==> src/rtl/alu_seq_ctrl_if.sv <==
// Bus bundle between the sequencing controller, its requester, its consumer and the ALU.
// The controller uses the slave modport. The requester/consumer/ALU side uses the master modport.
interface alu_seq_ctrl_if #(
   parameter int unsigned W = 8
);
   // command in
   logic         in_valid;
   logic         in_ready;
   logic [3:0]   in_cmd;
   logic [W-1:0] in_a;
   logic [W-1:0] in_b;
   // ALU drive / return
   logic [2:0]   alu_op;
   logic [W-1:0] alu_a;
   logic [W-1:0] alu_b;
   logic [W-1:0] alu_y;
   logic         alu_n;
   logic         alu_v;
   logic         alu_c;
   logic         alu_z;
   // result out
   logic         out_valid;
   logic         out_ready;
   logic [W-1:0] out_lo;
   logic [W-1:0] out_hi;
   logic         out_err;
   // flag register
   logic         N;
   logic         V;
   logic         C;
   logic         Z;

   modport slave (
      input  in_valid, in_cmd, in_a, in_b, out_ready,
      input  alu_y, alu_n, alu_v, alu_c, alu_z,
      output in_ready, out_valid, out_lo, out_hi, out_err,
      output alu_op, alu_a, alu_b, N, V, C, Z
   );

   modport master (
      output in_valid, in_cmd, in_a, in_b, out_ready,
      output alu_y, alu_n, alu_v, alu_c, alu_z,
      input  in_ready, out_valid, out_lo, out_hi, out_err,
      input  alu_op, alu_a, alu_b, N, V, C, Z
   );
endinterface

==> src/rtl/alu_seq_ctrl.sv <==
// Sequencing controller in front of a W-bit combinational ALU.
// It runs single ALU ops, and it runs a shift-add multiply that uses the ALU adder once per cycle.
// It registers the result and the N/V/C/Z flags.
// Optional feature macro: ALU_SEQ_MUL_EN builds the MUL command.
// When the macro is undefined, cmd 4'b1000 takes the illegal path.
module alu_seq_ctrl #(
   parameter int unsigned W = 8
) (
   input logic          CLK,
   input logic          RESET,
   alu_seq_ctrl_if.slave bus
);
   localparam int unsigned CW      = (W > 1) ? $clog2(W) : 1;
   localparam logic [3:0]  CMD_MUL = 4'b1000;

   typedef enum logic [1:0] {IDLE, EXEC, MUL, DONE} state_e;

   state_e       state_q, state_d;
   logic         in_ready_q, in_ready_d;
   logic         out_valid_q, out_valid_d;
   logic [W-1:0] out_lo_q, out_lo_d;
   logic [W-1:0] out_hi_q, out_hi_d;
   logic         out_err_q, out_err_d;
   logic [3:0]   flags_q, flags_d;          // {N,V,C,Z}
   logic [2:0]   alu_op_q, alu_op_d;
   logic [W-1:0] alu_a_q, alu_a_d;          // doubles as acc_hi while multiplying
   logic [W-1:0] alu_b_q, alu_b_d;          // doubles as multiplicand while multiplying
   logic         accept_c;
   logic         is_mul_c;

`ifdef ALU_SEQ_MUL_EN
   logic [W-1:0]  acc_lo_q, acc_lo_d;
   logic [CW-1:0] cnt_q, cnt_d;
   logic [W-1:0]  acc_hi_nxt, acc_lo_nxt;
   logic          mul_last_c;

   assign is_mul_c   = (bus.in_cmd == CMD_MUL);
   assign mul_last_c = (cnt_q == CW'(W - 1));
`else
   assign is_mul_c   = 1'b0;
`endif

   assign accept_c = bus.in_valid & in_ready_q;

   // State register
   always_ff @(posedge CLK) begin
      if (RESET) state_q <= IDLE;
      else       state_q <= state_d;
   end

   // Next-state logic
   always_comb begin
      state_d = state_q;
      case (state_q)
         IDLE: begin
            if (accept_c) begin
               if (!bus.in_cmd[3]) state_d = EXEC;
               else if (is_mul_c)  state_d = MUL;
               else                state_d = DONE;
            end
         end
         EXEC: state_d = DONE;
`ifdef ALU_SEQ_MUL_EN
         MUL:  if (mul_last_c) state_d = DONE;
`endif
         DONE: if (bus.out_ready) state_d = IDLE;
         default: state_d = IDLE;
      endcase
   end

   // Output / datapath next values; everything holds unless a state updates it
   always_comb begin
      out_lo_d  = out_lo_q;
      out_hi_d  = out_hi_q;
      out_err_d = out_err_q;
      flags_d   = flags_q;
      alu_op_d  = alu_op_q;
      alu_a_d   = alu_a_q;
      alu_b_d   = alu_b_q;
`ifdef ALU_SEQ_MUL_EN
      acc_lo_d   = acc_lo_q;
      cnt_d      = cnt_q;
      acc_hi_nxt = alu_a_q;
      acc_lo_nxt = acc_lo_q;
`endif
      case (state_q)
         IDLE: begin
            if (accept_c) begin
               if (!bus.in_cmd[3]) begin
                  alu_op_d = bus.in_cmd[2:0];
                  alu_a_d  = bus.in_a;
                  alu_b_d  = bus.in_b;
               end else if (is_mul_c) begin
`ifdef ALU_SEQ_MUL_EN
                  alu_op_d = 3'b000;
                  alu_a_d  = '0;
                  alu_b_d  = bus.in_a;
                  acc_lo_d = bus.in_b;
                  cnt_d    = '0;
`endif
               end else begin
                  out_err_d = 1'b1;
                  out_lo_d  = '0;
                  out_hi_d  = '0;
               end
            end
         end
         EXEC: begin
            out_lo_d  = bus.alu_y;
            out_hi_d  = '0;
            out_err_d = 1'b0;
            flags_d   = {bus.alu_n, bus.alu_v, bus.alu_c, bus.alu_z};
         end
`ifdef ALU_SEQ_MUL_EN
         MUL: begin
            // One shift-add step: add the multiplicand when the multiplier LSB is set, then shift right.
            if (acc_lo_q[0]) begin
               acc_hi_nxt = {bus.alu_c, bus.alu_y[W-1:1]};
               acc_lo_nxt = {bus.alu_y[0], acc_lo_q[W-1:1]};
            end else begin
               acc_hi_nxt = {1'b0, alu_a_q[W-1:1]};
               acc_lo_nxt = {alu_a_q[0], acc_lo_q[W-1:1]};
            end
            alu_a_d  = acc_hi_nxt;
            acc_lo_d = acc_lo_nxt;
            cnt_d    = cnt_q + CW'(1);
            if (mul_last_c) begin
               out_hi_d  = acc_hi_nxt;
               out_lo_d  = acc_lo_nxt;
               out_err_d = 1'b0;
               flags_d   = {acc_hi_nxt[W-1], 1'b0, |acc_hi_nxt, ~|{acc_hi_nxt, acc_lo_nxt}};
            end
         end
`endif
         default: ;
      endcase
      in_ready_d  = (state_d == IDLE);
      out_valid_d = (state_d == DONE);
   end

   // Datapath and output registers
   always_ff @(posedge CLK) begin
      if (RESET) begin
         in_ready_q  <= 1'b1;
         out_valid_q <= 1'b0;
         out_lo_q    <= '0;
         out_hi_q    <= '0;
         out_err_q   <= 1'b0;
         flags_q     <= '0;
         alu_op_q    <= '0;
         alu_a_q     <= '0;
         alu_b_q     <= '0;
`ifdef ALU_SEQ_MUL_EN
         acc_lo_q    <= '0;
         cnt_q       <= '0;
`endif
      end else begin
         in_ready_q  <= in_ready_d;
         out_valid_q <= out_valid_d;
         out_lo_q    <= out_lo_d;
         out_hi_q    <= out_hi_d;
         out_err_q   <= out_err_d;
         flags_q     <= flags_d;
         alu_op_q    <= alu_op_d;
         alu_a_q     <= alu_a_d;
         alu_b_q     <= alu_b_d;
`ifdef ALU_SEQ_MUL_EN
         acc_lo_q    <= acc_lo_d;
         cnt_q       <= cnt_d;
`endif
      end
   end

   assign bus.in_ready  = in_ready_q;
   assign bus.out_valid = out_valid_q;
   assign bus.out_lo    = out_lo_q;
   assign bus.out_hi    = out_hi_q;
   assign bus.out_err   = out_err_q;
   assign bus.alu_op    = alu_op_q;
   assign bus.alu_a     = alu_a_q;
   assign bus.alu_b     = alu_b_q;
   assign {bus.N, bus.V, bus.C, bus.Z} = flags_q;
endmodule

==> src/flat_wrapper.sv <==
// flat-port wrapper written by rule: the top's interface ports become plain ports
module alu_seq_ctrl_flat 
#(
   parameter int unsigned W = 8
)
  (CLK, RESET, bus_in_valid, bus_in_cmd, bus_in_a, bus_in_b, bus_out_ready, bus_alu_y, bus_alu_n, bus_alu_v, bus_alu_c, bus_alu_z, bus_in_ready, bus_out_valid, bus_out_lo, bus_out_hi, bus_out_err, bus_alu_op, bus_alu_a, bus_alu_b, bus_N, bus_V, bus_C, bus_Z);
  alu_seq_ctrl_if #(.W(W)) bus_i ();
  input logic CLK;
  input logic RESET;
  input wire logic [$bits(bus_i.in_valid)-1:0] bus_in_valid;
  input wire logic [$bits(bus_i.in_cmd)-1:0] bus_in_cmd;
  input wire logic [$bits(bus_i.in_a)-1:0] bus_in_a;
  input wire logic [$bits(bus_i.in_b)-1:0] bus_in_b;
  input wire logic [$bits(bus_i.out_ready)-1:0] bus_out_ready;
  input wire logic [$bits(bus_i.alu_y)-1:0] bus_alu_y;
  input wire logic [$bits(bus_i.alu_n)-1:0] bus_alu_n;
  input wire logic [$bits(bus_i.alu_v)-1:0] bus_alu_v;
  input wire logic [$bits(bus_i.alu_c)-1:0] bus_alu_c;
  input wire logic [$bits(bus_i.alu_z)-1:0] bus_alu_z;
  output wire logic [$bits(bus_i.in_ready)-1:0] bus_in_ready;
  output wire logic [$bits(bus_i.out_valid)-1:0] bus_out_valid;
  output wire logic [$bits(bus_i.out_lo)-1:0] bus_out_lo;
  output wire logic [$bits(bus_i.out_hi)-1:0] bus_out_hi;
  output wire logic [$bits(bus_i.out_err)-1:0] bus_out_err;
  output wire logic [$bits(bus_i.alu_op)-1:0] bus_alu_op;
  output wire logic [$bits(bus_i.alu_a)-1:0] bus_alu_a;
  output wire logic [$bits(bus_i.alu_b)-1:0] bus_alu_b;
  output wire logic [$bits(bus_i.N)-1:0] bus_N;
  output wire logic [$bits(bus_i.V)-1:0] bus_V;
  output wire logic [$bits(bus_i.C)-1:0] bus_C;
  output wire logic [$bits(bus_i.Z)-1:0] bus_Z;
  assign bus_i.in_valid = bus_in_valid;
  assign bus_i.in_cmd = bus_in_cmd;
  assign bus_i.in_a = bus_in_a;
  assign bus_i.in_b = bus_in_b;
  assign bus_i.out_ready = bus_out_ready;
  assign bus_i.alu_y = bus_alu_y;
  assign bus_i.alu_n = bus_alu_n;
  assign bus_i.alu_v = bus_alu_v;
  assign bus_i.alu_c = bus_alu_c;
  assign bus_i.alu_z = bus_alu_z;
  assign bus_in_ready = bus_i.in_ready;
  assign bus_out_valid = bus_i.out_valid;
  assign bus_out_lo = bus_i.out_lo;
  assign bus_out_hi = bus_i.out_hi;
  assign bus_out_err = bus_i.out_err;
  assign bus_alu_op = bus_i.alu_op;
  assign bus_alu_a = bus_i.alu_a;
  assign bus_alu_b = bus_i.alu_b;
  assign bus_N = bus_i.N;
  assign bus_V = bus_i.V;
  assign bus_C = bus_i.C;
  assign bus_Z = bus_i.Z;
  alu_seq_ctrl #(.W(W)) u_core (.CLK(CLK), .RESET(RESET), .bus(bus_i));
endmodule
==> config.mk <==
export PLATFORM = sky130hd
export DESIGN_NAME = alu_seq_ctrl_flat
export DESIGN_NICKNAME = d
export VERILOG_FILES = /design/src/rtl/alu_seq_ctrl_if.sv /design/src/rtl/alu_seq_ctrl.sv /design/src/flat_wrapper.sv
export SDC_FILE = /design/constraint.sdc
export NUM_CORES = 1
export LEC_CHECK = 0
export CAP_MARGIN = 20
export CELL_PAD_IN_SITES_DETAIL_PLACEMENT = 1
export CELL_PAD_IN_SITES_GLOBAL_PLACEMENT = 2
export CORE_MARGIN = 2
export CORE_UTILIZATION = 24
export DETAILED_ROUTE_END_ITERATION = 6
export MAX_ROUTING_LAYER = met4
export PLACE_DENSITY_LB_ADDON = 0.1
export SYNTH_ARGS = -nofsm -noshare
export SYNTH_HDL_FRONTEND = slang
export SYNTH_SLANG_ARGS = --single-unit
export TNS_END_PERCENT = 100
==> constraint.sdc <==
create_clock -name CLK -period 2.2 [get_ports CLK]
set_clock_uncertainty 0.15 [all_clocks]
set_input_delay 0.33 -clock CLK [delete_from_list [all_inputs] [get_ports CLK]]
set_output_delay 0.33 -clock CLK [all_outputs]
set_load 0.005 [all_outputs]
Word-level counts from Yosys, hierarchy flattened
Cells that the tools add are included.
{"block": "word_totals", "reg_bits": 44, "latch_bits": 0, "mem_bits_rw": 0, "romBits": 0, "inputBits": 36, "output_inout_bits": 42, "memories": 0}
{"block": "op_classes", "addsub": 0, "n_mul": 0, "n_div": 0, "magnitude_cmp": 0, "n_eq_ne": 5, "shifts": 0, "mux": 11, "bitwise": 2, "n_reduce_logical": 5}
{"cell": "8-bit one-hot mux with 2 select lines", "n": 2}
{"cell": "8-bit 2-to-1 mux", "n": 2}
{"cell": "2-bit 2-to-1 mux", "n": 3}
{"cell": "2-bit one-hot mux with 3 select lines", "n": 1}
{"cell": "3-bit AND reduction", "n": 2}
{"cell": "2-bit equality test (second input constant)", "n": 2}
{"cell": "2-bit zero test", "n": 2}
{"cell": "2-bit by 1-bit equality test with 1-bit output (second input constant)", "n": 1}
{"cell": "1-bit 2-to-1 mux", "n": 2}
{"cell": "2-bit by 1-bit != test with 1-bit output (second input constant)", "n": 1}
{"cell": "2-bit != test (second input constant)", "n": 1}
{"cell": "1-bit one-hot mux with 2 select lines", "n": 1}
{"cell": "2-bit nonzero test", "n": 1}
{"cell": "1-bit bitwise AND", "n": 1}
{"cell": "1-bit inverter", "n": 1}

Logic depth before layout (Yosys ltp)
{"block": "depth", "word_depth": 4, "ltp_mapped": 6, "mapped_depth_nobuf": 3}

Worst setup path after synthesis
No wires, ideal clock.
{"block": "synth_path", "path_kind": "register -> register", "startpoint": "reg u_core.in_ready_q (netlist: u_core.bus.in_ready)", "endpoint": "reg u_core.alu_a_q[0] (netlist: u_core.bus.alu_a[0])", "setup_ns": 0.072, "t_arrival_ns": 1.088, "t_required_ns": 1.978, "setup_slack_ns": 0.891, "stages_incl_launch_ff": 6, "n_path_buf": 2, "period_less_slack_ns": 1.309, "cell_sequence": "dfxtp_1 > and3b_1 > and2_4 > buf_12 > buf_12 > mux2i_1"}
{"block": "synth_between", "elab_chain_len": 2}
{"item": "start: declaration", "line": "alu_seq_ctrl.sv:19", "source": "logic in_ready_q, in_ready_d;"}
{"item": "start signal: assignment", "line": "alu_seq_ctrl.sv:158", "source": "in_ready_q <= in_ready_d;"}
{"item": "1-bit bitwise AND", "line": "alu_seq_ctrl.sv:43", "source": "assign accept_c = bus.in_valid & in_ready_q;"}
{"item": "3-bit AND reduction (no source line)"}
{"item": "end signal: assignment", "line": "alu_seq_ctrl.sv:165", "source": "alu_a_q <= alu_a_d;"}
{"item": "end: declaration", "line": "alu_seq_ctrl.sv:26", "source": "logic [W-1:0] alu_a_q, alu_a_d;"}
No other way between the ends.
A chain may end at the register's enable or synchronous reset.

Worst setup path in the final report
{"block": "layout_path", "startpoint": "reg u_core.alu_b_q[7] (netlist: u_core.bus.alu_b[7])", "endpoint": "out bus_alu_b[7]"}
{"item": "start: declaration", "line": "alu_seq_ctrl.sv:27", "source": "logic [W-1:0] alu_b_q, alu_b_d;"}
{"item": "start signal: assignment", "line": "alu_seq_ctrl.sv:166", "source": "alu_b_q <= alu_b_d;"}
{"item": "end: declaration", "line": "flat_wrapper.sv:27", "source": "output wire logic [$bits(bus_i.alu_b)-1:0] bus_alu_b;"}
No word-level cell between the ends.

==> impl_metrics.py <==
metrics = {
    "status": {
        "outcome": "finished, final reports clean",
    },
    "cts": {
        "post_cts_buffers": 0,
        "cts_resized": 0,
        "htreeDepth": 2,
        "cts_root_buffer": "clkbuf_8",
        "clock_latency_ns": 0.28,
        "cts_hold_buffers": 0,
        "cts_made_buffers": 5,
        "clk_pin_slew_worst_paths_ns": 0.07,
        "cts_buffer_depth": 2,
        "tritoncts": "built",
        "cts.sinks": 36,
    },
    "finish": {
        "register_area_um2": 721,
        "synthToLayoutAreaGrowth_pct": 52.2,
        "multi_input_area_um2": 689,
        "nNetsFinal": 259,
        "postLayoutCellArea_um2": 2320,
        "drive_gt1_frac": 0.0448,
        "antennaDiodeCount": 0,
        "num-fill-cells": 720,
    },
    "yosys": {
        "syn_area_um2": 1530,
        "syn-instance-count": 156,
        "async_flop_share": 0,
        "synth_most_common_cell": "nand2b_1",
        "avgSynthCellArea_um2": 9.79,
        "synth_commonest_cells": "38 x nand2b_1, 36 x dfxtp_1, 23 x mux2i_1",
        "yosysSeqAreaShare": 0.472,
        "synth-edff-count": 0,
        "synth_top_area_share": 0.472,
        "yosys.area.top_type": "dfxtp_1",
        "synthFlopType": "dfxtp_1",
        "synth_cell_types": 22,
        "synth_area_leaders": "dfxtp_1 47%, nand2b_1 16%, mux2i_1 15%",
        "ys_ff_latch": 36,
        "yosys_warnings": 0,
    },
    "power": {
        "leakagePower_nw": 0.845,
        "vdd_ir_drop_max_v": 0.000250,
        "power_density_nw_per_um2": 643,
        "p_total_mw": 1.49,
    },
    "timing": {
        "finalCriticalPeriod_ns": 1.62,
        "setup_viol_count_final": 0,
        "rsz0062_at_grt": "false",
        "slew_violations": 0,
        "max_freq_mhz": 616,
        "final.setup.tns_ns": 0,
        "relSlewSlack": 0.573,
        "hold_violations": 0,
        "tightest_slew_ns": 0.637,
        "period_share": 0.738,
    },
    "global_route": {
        "grt_usage": 0.120,
        "grt_overflow": 0,
        "grt_pass1_vias": 1325,
        "antenna_found_initial": 0,
        "grt_max_degree": 53,
        "grt_pass1_wl_mm": 6.56,
    },
    "drt": {
        "vias": 1260,
        "routed.top_layer": "met4",
        "drt-wirelength-per-cell_um": 13.6,
        "drt_iter0_markers": 24,
        "ant_nets": 0,
        "vias_per_cell": 4.20,
        "met2_length_mm": 2.10,
        "wl_met1_mm": 1.72,
        "dr.pass1.iters": 4,
        "drc_errors": 0,
        "wirelength_mm": 4.08,
        "wl_met3_um": 230,
    },
    "place": {
        "dpl_cell_area_um2": 2230,
        "gp_congestion": 0.782,
        "dp_hpwl_mm": 2.94,
        "port_buffers": 69,
    },
    "floorplan": {
        "start_util": 0.245,
        "die_y_um": 83.8,
        "core_area_um2": 6240,
        "die_x_um": 83.8,
        "die_area_um2": 7020,
        "row_count": 29,
        "num_io_pins": 78,
    },
    "critical_path": {
        "arrival_ns": 1.14,
        "worst_setup_path_start_kind": "register",
        "critical_path_class": "reg2out",
        "path_delay_family": "buffers and inverters",
        "crit_chain": "clkdlybuf4s50_1",
        "cp-end-kind": "primary output",
        "cp_num_buf_inv": 1,
        "cp.required_ns": 1.72,
        "slowest_delay_ns": 0.51,
        "slowest_stage": "clkdlybuf4s50_1",
        "critPathMaxFanout": 2,
    },
    "hold_path": {
        "hold_class": "reg2reg",
    },
    "job": {
        "drv_cap": 0,
    },
}
path summary, 6_finish.rpt:
kind	startpoint	to	slack, ns	depth (start not counted)
hold / removal	u_core.bus.alu_a[0]$_SDFFE_PP0P_	u_core.bus.alu_a[0]$_SDFFE_PP0P_	0.33	2
hold reg to reg	u_core.bus.alu_a[0]$_SDFFE_PP0P_	u_core.bus.alu_a[0]$_SDFFE_PP0P_	0.33	2
setup / recovery	u_core.bus.alu_b[7]$_SDFFE_PP0P_	bus_alu_b[7]	0.58	1
setup reg to reg	u_core.state_q[1]$_SDFF_PP0_	u_core.bus.alu_op[1]$_SDFFE_PP0P_	0.61	3
state kept, by name (all words and copies together) (netlist names):
| name | count |
|---|---|
| u_core.bus.alu_a | 8 |
| u_core.bus.alu_b | 8 |
| u_core.bus.alu_op | 3 |
| u_core.bus.in_ready | 1 |
| u_core.bus.out_err | 1 |
| u_core.bus.out_lo | 8 |
| u_core.bus.out_valid | 1 |
| u_core.flags_q | 4 |
| u_core.state_q | 2 |
logic make-up after synthesis:
logic type             synth area share
multiplexers                      0.151
buffers and inverters            0.0942
AND/OR/NAND/NOR                   0.211
AO/OA/AOI/OAI                    0.0696
flip-flops                        0.472
other                           0.00245
metrics by stage:
| stage | utilization | hold WS [ns] | setup WS [ns] | instances |
|---|---|---|---|---|
| global placement | 0.357 | 0.307 | 0.349 | 293 |
| global route | 0.372 | 0.342 | 0.490 | 300 |
| CTS | 0.372 | 0.331 | 0.555 | 300 |
| finish | 0.372 | 0.328 | 0.577 | 300 |
| detailed placement | 0.357 | 0.314 | 0.271 | 293 |
| floorplan | - | 0.315 | 0.891 | 163 |
worst min-delay path: stages (launching register included):
cell and delay (ns):
dfxtp_1 0.32, nand2b_1 0.06, mux2i_1 0.05
placed cells by master, fill, tap and decap left out, types with 7 or more instances in the layout:
cell type,instances
a21oi_1,9
clkbuf_8,7
clkdlybuf4s50_1,69
conb_1,8
dfxtp_1,36
mux2i_1,23
nand2_1,8
nand2b_1,38
nor2_1,7
o21ai_0,8
where the power goes:
group / internal (mW) / switching (mW) / leakage, nW / total [mW]
sequential: 0.692 / 0.0256 / 0.294 / 0.718
clock: 0.279 / 0.228 / 0.0503 / 0.507
combinational: 0.170 / 0.0988 / 0.501 / 0.268
cell type report:
cell class | instances | share of cell area
Multi-Input combinational cell | 108 | 0.297
Inverter | 1 | 0.00161
Timing Repair Buffer | 71 | 0.309
Sequential cell | 36 | 0.310
Tap cell | 77 | 0.0414
Clock buffer | 7 | 0.0414
metal layers:
metal | global-route usage | vias to the layer above
met1 | 0.140 | 591
met3 | 0.0346 | 4
met4 | 0.0352 | 0
li1 | - | 622
met5 | - | -
met2 | 0.199 | 43
Note: power is estimated with default switching activity, not from simulation.
==> variant 1: new RTL, config.mk and constraints unchanged <==
`W` is set to 8 in 3 places; all go to 4.
--- a/src/rtl/alu_seq_ctrl_if.sv
+++ b/src/rtl/alu_seq_ctrl_if.sv
@@ -2,5 +2,5 @@
 // The controller uses the slave modport. The requester/consumer/ALU side uses the master modport.
 interface alu_seq_ctrl_if #(
-   parameter int unsigned W = 8
+   parameter int unsigned W = 4
 );
    // command in
--- a/src/rtl/alu_seq_ctrl.sv
+++ b/src/rtl/alu_seq_ctrl.sv
@@ -5,5 +5,5 @@
 // When the macro is undefined, cmd 4'b1000 takes the illegal path.
 module alu_seq_ctrl #(
-   parameter int unsigned W = 8
+   parameter int unsigned W = 4
 ) (
    input logic          CLK,
--- a/src/flat_wrapper.sv
+++ b/src/flat_wrapper.sv
@@ -2,5 +2,5 @@
 module alu_seq_ctrl_flat 
 #(
-   parameter int unsigned W = 8
+   parameter int unsigned W = 4
 )
   (CLK, RESET, bus_in_valid, bus_in_cmd, bus_in_a, bus_in_b, bus_out_ready, bus_alu_y, bus_alu_n, bus_alu_v, bus_alu_c, bus_alu_z, bus_in_ready, bus_out_valid, bus_out_lo, bus_out_hi, bus_out_err, bus_alu_op, bus_alu_a, bus_alu_b, bus_N, bus_V, bus_C, bus_Z);
Ports: changed (7 resized); port bits go from 78 to 50. No check against the original RTL was run, so the function may have changed too.
==> variant 1 against the unedited design <==
Cell area is 34% lower; wire length is 43% lower; sequential cell count is 12 lower; critical path depth stayed put; worst setup slack better by 0.021 ns; power is 30% lower; synthesized area is 36% lower; largest cell class unchanged.
==> variant 1: results (changes against the unedited design) <==
status completed (unchanged); RR Endpoint u_core.bus.alu_b[0]$_SDFFE_PP0P_ (was u_core.bus.alu_op[1]$_SDFFE_PP0P_); Hold EP u_core.bus.alu_b[1]$_SDFFE_PP0P_ (was u_core.bus.alu_a[0]$_SDFFE_PP0P_); via count 806 (was 1260); Total Wirelength 2320 um (was 4080 um); synth top area cells dfxtp_1, mux2i_1, nand2b_1, buf_4, nor2_1 (was dfxtp_1, nand2b_1, mux2i_1, buf_4, a21oi_1); Max VDD drop 0.266 mV (was 0.250 mV); vias in the first global route 824 (was 1325); met3 WL 145 um (was 230 um); dpl hpwl 1780 um (was 2940 um); area share of the largest cell type after synthesis 49.4% (was 47.2%); CTS resizes 0 (unchanged); Setup WS pre-CTS 0.419 ns (was 0.271 ns); clk_lat worst skew 0.26 ns (was 0.28 ns); largest net degree at the start of global routing 18 (was 53); Critical Path End bus_alu_op[2] (was bus_alu_b[7]); WP data arrival 1.12 ns (was 1.14 ns); DR WL met2 1110 um (was 2100 um); port bufs 45 (was 69); Lkg Pwr 0.563 nW (was 0.845 nW); Filler cells 450 (was 720); Critical Path Source u_core.bus.alu_op[2]$_SDFFE_PP0P_ (was u_core.bus.alu_b[7]$_SDFFE_PP0P_); H-tree levels 1 (was 2); DRT iter0 DRCs 14 (was 24); layout cells sized above 1 5.56% (was 4.48%); worst hold margin 0.322 ns (was 0.328 ns); reg-to-reg slack, setup 0.82 ns (was 0.61 ns); n_diodes 0 (unchanged); register area share after synthesis 49.4% (was 47.2%); M1 WL 1060 um (was 1720 um); min-delay src u_core.bus.alu_b[1]$_SDFFE_PP0P_ (was u_core.bus.alu_a[0]$_SDFFE_PP0P_); placed cell count 190 (was 293); fin worst setup slack 0.598 ns (was 0.577 ns); global-route wire length before repair 3790 um (was 6560 um); Vias per Instance 4.15 (was 4.20)
## variant 1: cell count changes in the layout (fill, tap and decap cells not counted), moves of 8 or more
| cell | before | now |
|---|---|---|
| dfxtp_1 | 36 | 24 |
| mux2i_1 | 23 | 15 |
| clkdlybuf4s50_1 | 69 | 45 |
| nand2b_1 | 38 | 22 |
## variant 1: kinds of logic (layout without fill, tap and decap cells)
kind of cell	count (synthesis)	count (layout)	synth area share, %
AOI/OAI and AO/OA	12	12	6.82
and+or+nand+nor	37	37	21.6
DFF	24	24	49.4
buffers and inverters	10	52	6.31
other	1	4	0.386
muxes	15	15	15.4
## variant 1: power by group
part / total (mW) / leakage (nW) / switching [mW] / internal (mW)
combinational: 0.175 / 0.331 / 0.0617 / 0.113
sequential: 0.481 / 0.196 / 0.0181 / 0.463
clock: 0.383 / 0.0357 / 0.141 / 0.243
total: 1.04 / 0.563 / 0.220 / 0.819
## variant 1: area by class of cell
cell class                      count  area, sq um  share of cell area [%]
Clock buffer                        3         41.3                    2.71
Clock inverter                      1         30.0                    1.97
Inverter                            1         3.75                   0.246
Multi-Input combinational cell     68          442                    29.0
Sequential cell                    24          480                    31.5
Tap cell                           50         62.6                    4.10
Timing Repair Buffer               47          465                    30.5
## variant 1: per-layer routing
metal  GRT usage (%)  vias to the layer above
li1                -                      403
met1            14.0                      375
met2            18.4                       26
met3            2.17                        2
met4            4.59                        0
met5               -                        -
## variant 1: worst min-delay path, cell delays in order (launching register included)
cell and delay [ns]:
dfxtp_1 0.32, nand2b_1 0.06, mux2i_1 0.05
==> variant 2: new RTL, config.mk and constraints unchanged <==
Made on the original files. Encoding of `state_e`: now one-hot (4 bits for 4 states).
--- a/src/rtl/alu_seq_ctrl.sv
+++ b/src/rtl/alu_seq_ctrl.sv
@@ -14,5 +14,5 @@
    localparam logic [3:0]  CMD_MUL = 4'b1000;
 
-   typedef enum logic [1:0] {IDLE, EXEC, MUL, DONE} state_e;
+   typedef enum logic [3:0] {IDLE = 4'b0001, EXEC = 4'b0010, MUL = 4'b0100, DONE = 4'b1000} state_e;
 
    state_e       state_q, state_d;
Check against the original RTL: no difference found for any inputs over 10 cycles, from zero or initial values and one cycle with RESET high; not proved beyond that.
==> variant 2 against the unedited design <==
Sequential power hardly changed; wire length is 9.1% higher; critical endpoint is now u_core.bus.alu_b[6]$_SDFFE_PP0P_; synthesized cell count is 9.0% higher; worst setup slack worse by 0.28 ns; cell area is 7.6% higher; power is 0.61% lower; core utilization hardly changed; sequential cell count is 2 higher; critical path type is now flop to flop; synthesized area is 8.4% higher.
==> variant 2: results (changes against the unedited design) <==
status completed (unchanged); layout cells sized above 1 6.25% (was 4.48%); Syn Area/Cell 9.74 sq um (was 9.79 sq um); Netlist cell types 24 (was 22); met1 usage 13.7% (was 14.0%); initial antenna violation count 0 (unchanged); DRT iter0 DRCs 31 (was 24); seq pwr 0.719 mW (was 0.718 mW); Filler cells 759 (was 720); Overall Global Routing Usage 12.4% (was 12.0%); Most used DFF post-synth dfxtp_1 (unchanged); via count 1402 (was 1260); placed cell count 312 (was 293); routability congestion estimate 0.711 (was 0.782); worst-path fanout max 19 (was 2); post-synthesis instance total 170 (was 156); power in combinational cells 0.188 mW (was 0.268 mW); nets 275 (was 259); Worst Tran Pin Value 0.640 ns (was 0.637 ns); vias in the first global route 1523 (was 1325); multi-input gate count 119 (was 108); largest net degree at the start of global routing 35 (was 53); NetSw 0.321 mW (was 0.353 mW); Post-CTS Setup Inserts 0 (unchanged); Buffers excl. clock 74 (was 71); Yosys reg bits 38 (was 36); Setup WS pre-CTS 0.314 ns (was 0.271 ns); register area share after synthesis 46.0% (was 47.2%); Max VDD drop 0.203 mV (was 0.250 mV); Clock-cell share 4.25% (was 4.14%); Final Core Density 37.2% (about the same); Final Power 1.48 mW (was 1.49 mW); Area after DPL 2400 sq um (was 2230 sq um); routed len/inst 13.9 um (was 13.6 um); Crit path max-delay family simple AND/OR/NAND/NOR gates (was buffers and inverters); sequential cell area 761 sq um (was 721 sq um); Synth top cells by count nand2b_1, dfxtp_1, mux2i_1, nand2_1, a21oi_1 (was nand2b_1, dfxtp_1, mux2i_1, a21oi_1); grt met2 use 21.7% (was 19.9%); GR Util met3 3.70% (was 3.46%); global-route wire length before repair 7180 um (was 6560 um); buffering overhead 29.6% (was 30.9%); Lkg Pwr 0.852 nW (was 0.845 nW); first drt pass iteration count 2 (was 4); synth top area cells dfxtp_1, nand2b_1, mux2i_1, nand2_1, a21oi_1 (was dfxtp_1, nand2b_1, mux2i_1, buf_4, a21oi_1); CP peak stage delay 0.65 ns (was 0.51 ns); Vias per Instance 4.38 (was 4.20)
==> variant 2: metal layers <==
layer	vias up	part of all wire, %
li1	694	-
met5	-	0
met3	4	6.2
met4	0	0.85
met1	653	43
met2	51	50
==> variant 2: final timing paths <==
path	from	end	slack, ns	cells after the start
max	u_core.state_q[2]$_SDFF_PP0_	u_core.bus.alu_b[6]$_SDFFE_PP0P_	0.30	4
max reg2reg	u_core.state_q[2]$_SDFF_PP0_	u_core.bus.alu_b[6]$_SDFFE_PP0P_	0.30	4
min	u_core.flags_q[0]$_SDFFE_PP0N_	u_core.flags_q[0]$_SDFFE_PP0N_	0.31	2
min reg2reg	u_core.flags_q[0]$_SDFFE_PP0N_	u_core.flags_q[0]$_SDFFE_PP0N_	0.31	2
==> variant 2: cells by family after synthesis <==
family                 Yosys count  share of synthesized area (%)
multiplexers                    19                           11.5
other                            1                          0.227
AND/OR/NAND/NOR                 65                           23.7
AO/OA/AOI/OAI                   26                           10.2
buffers and inverters           21                           8.47
flip-flops                      38                           46.0
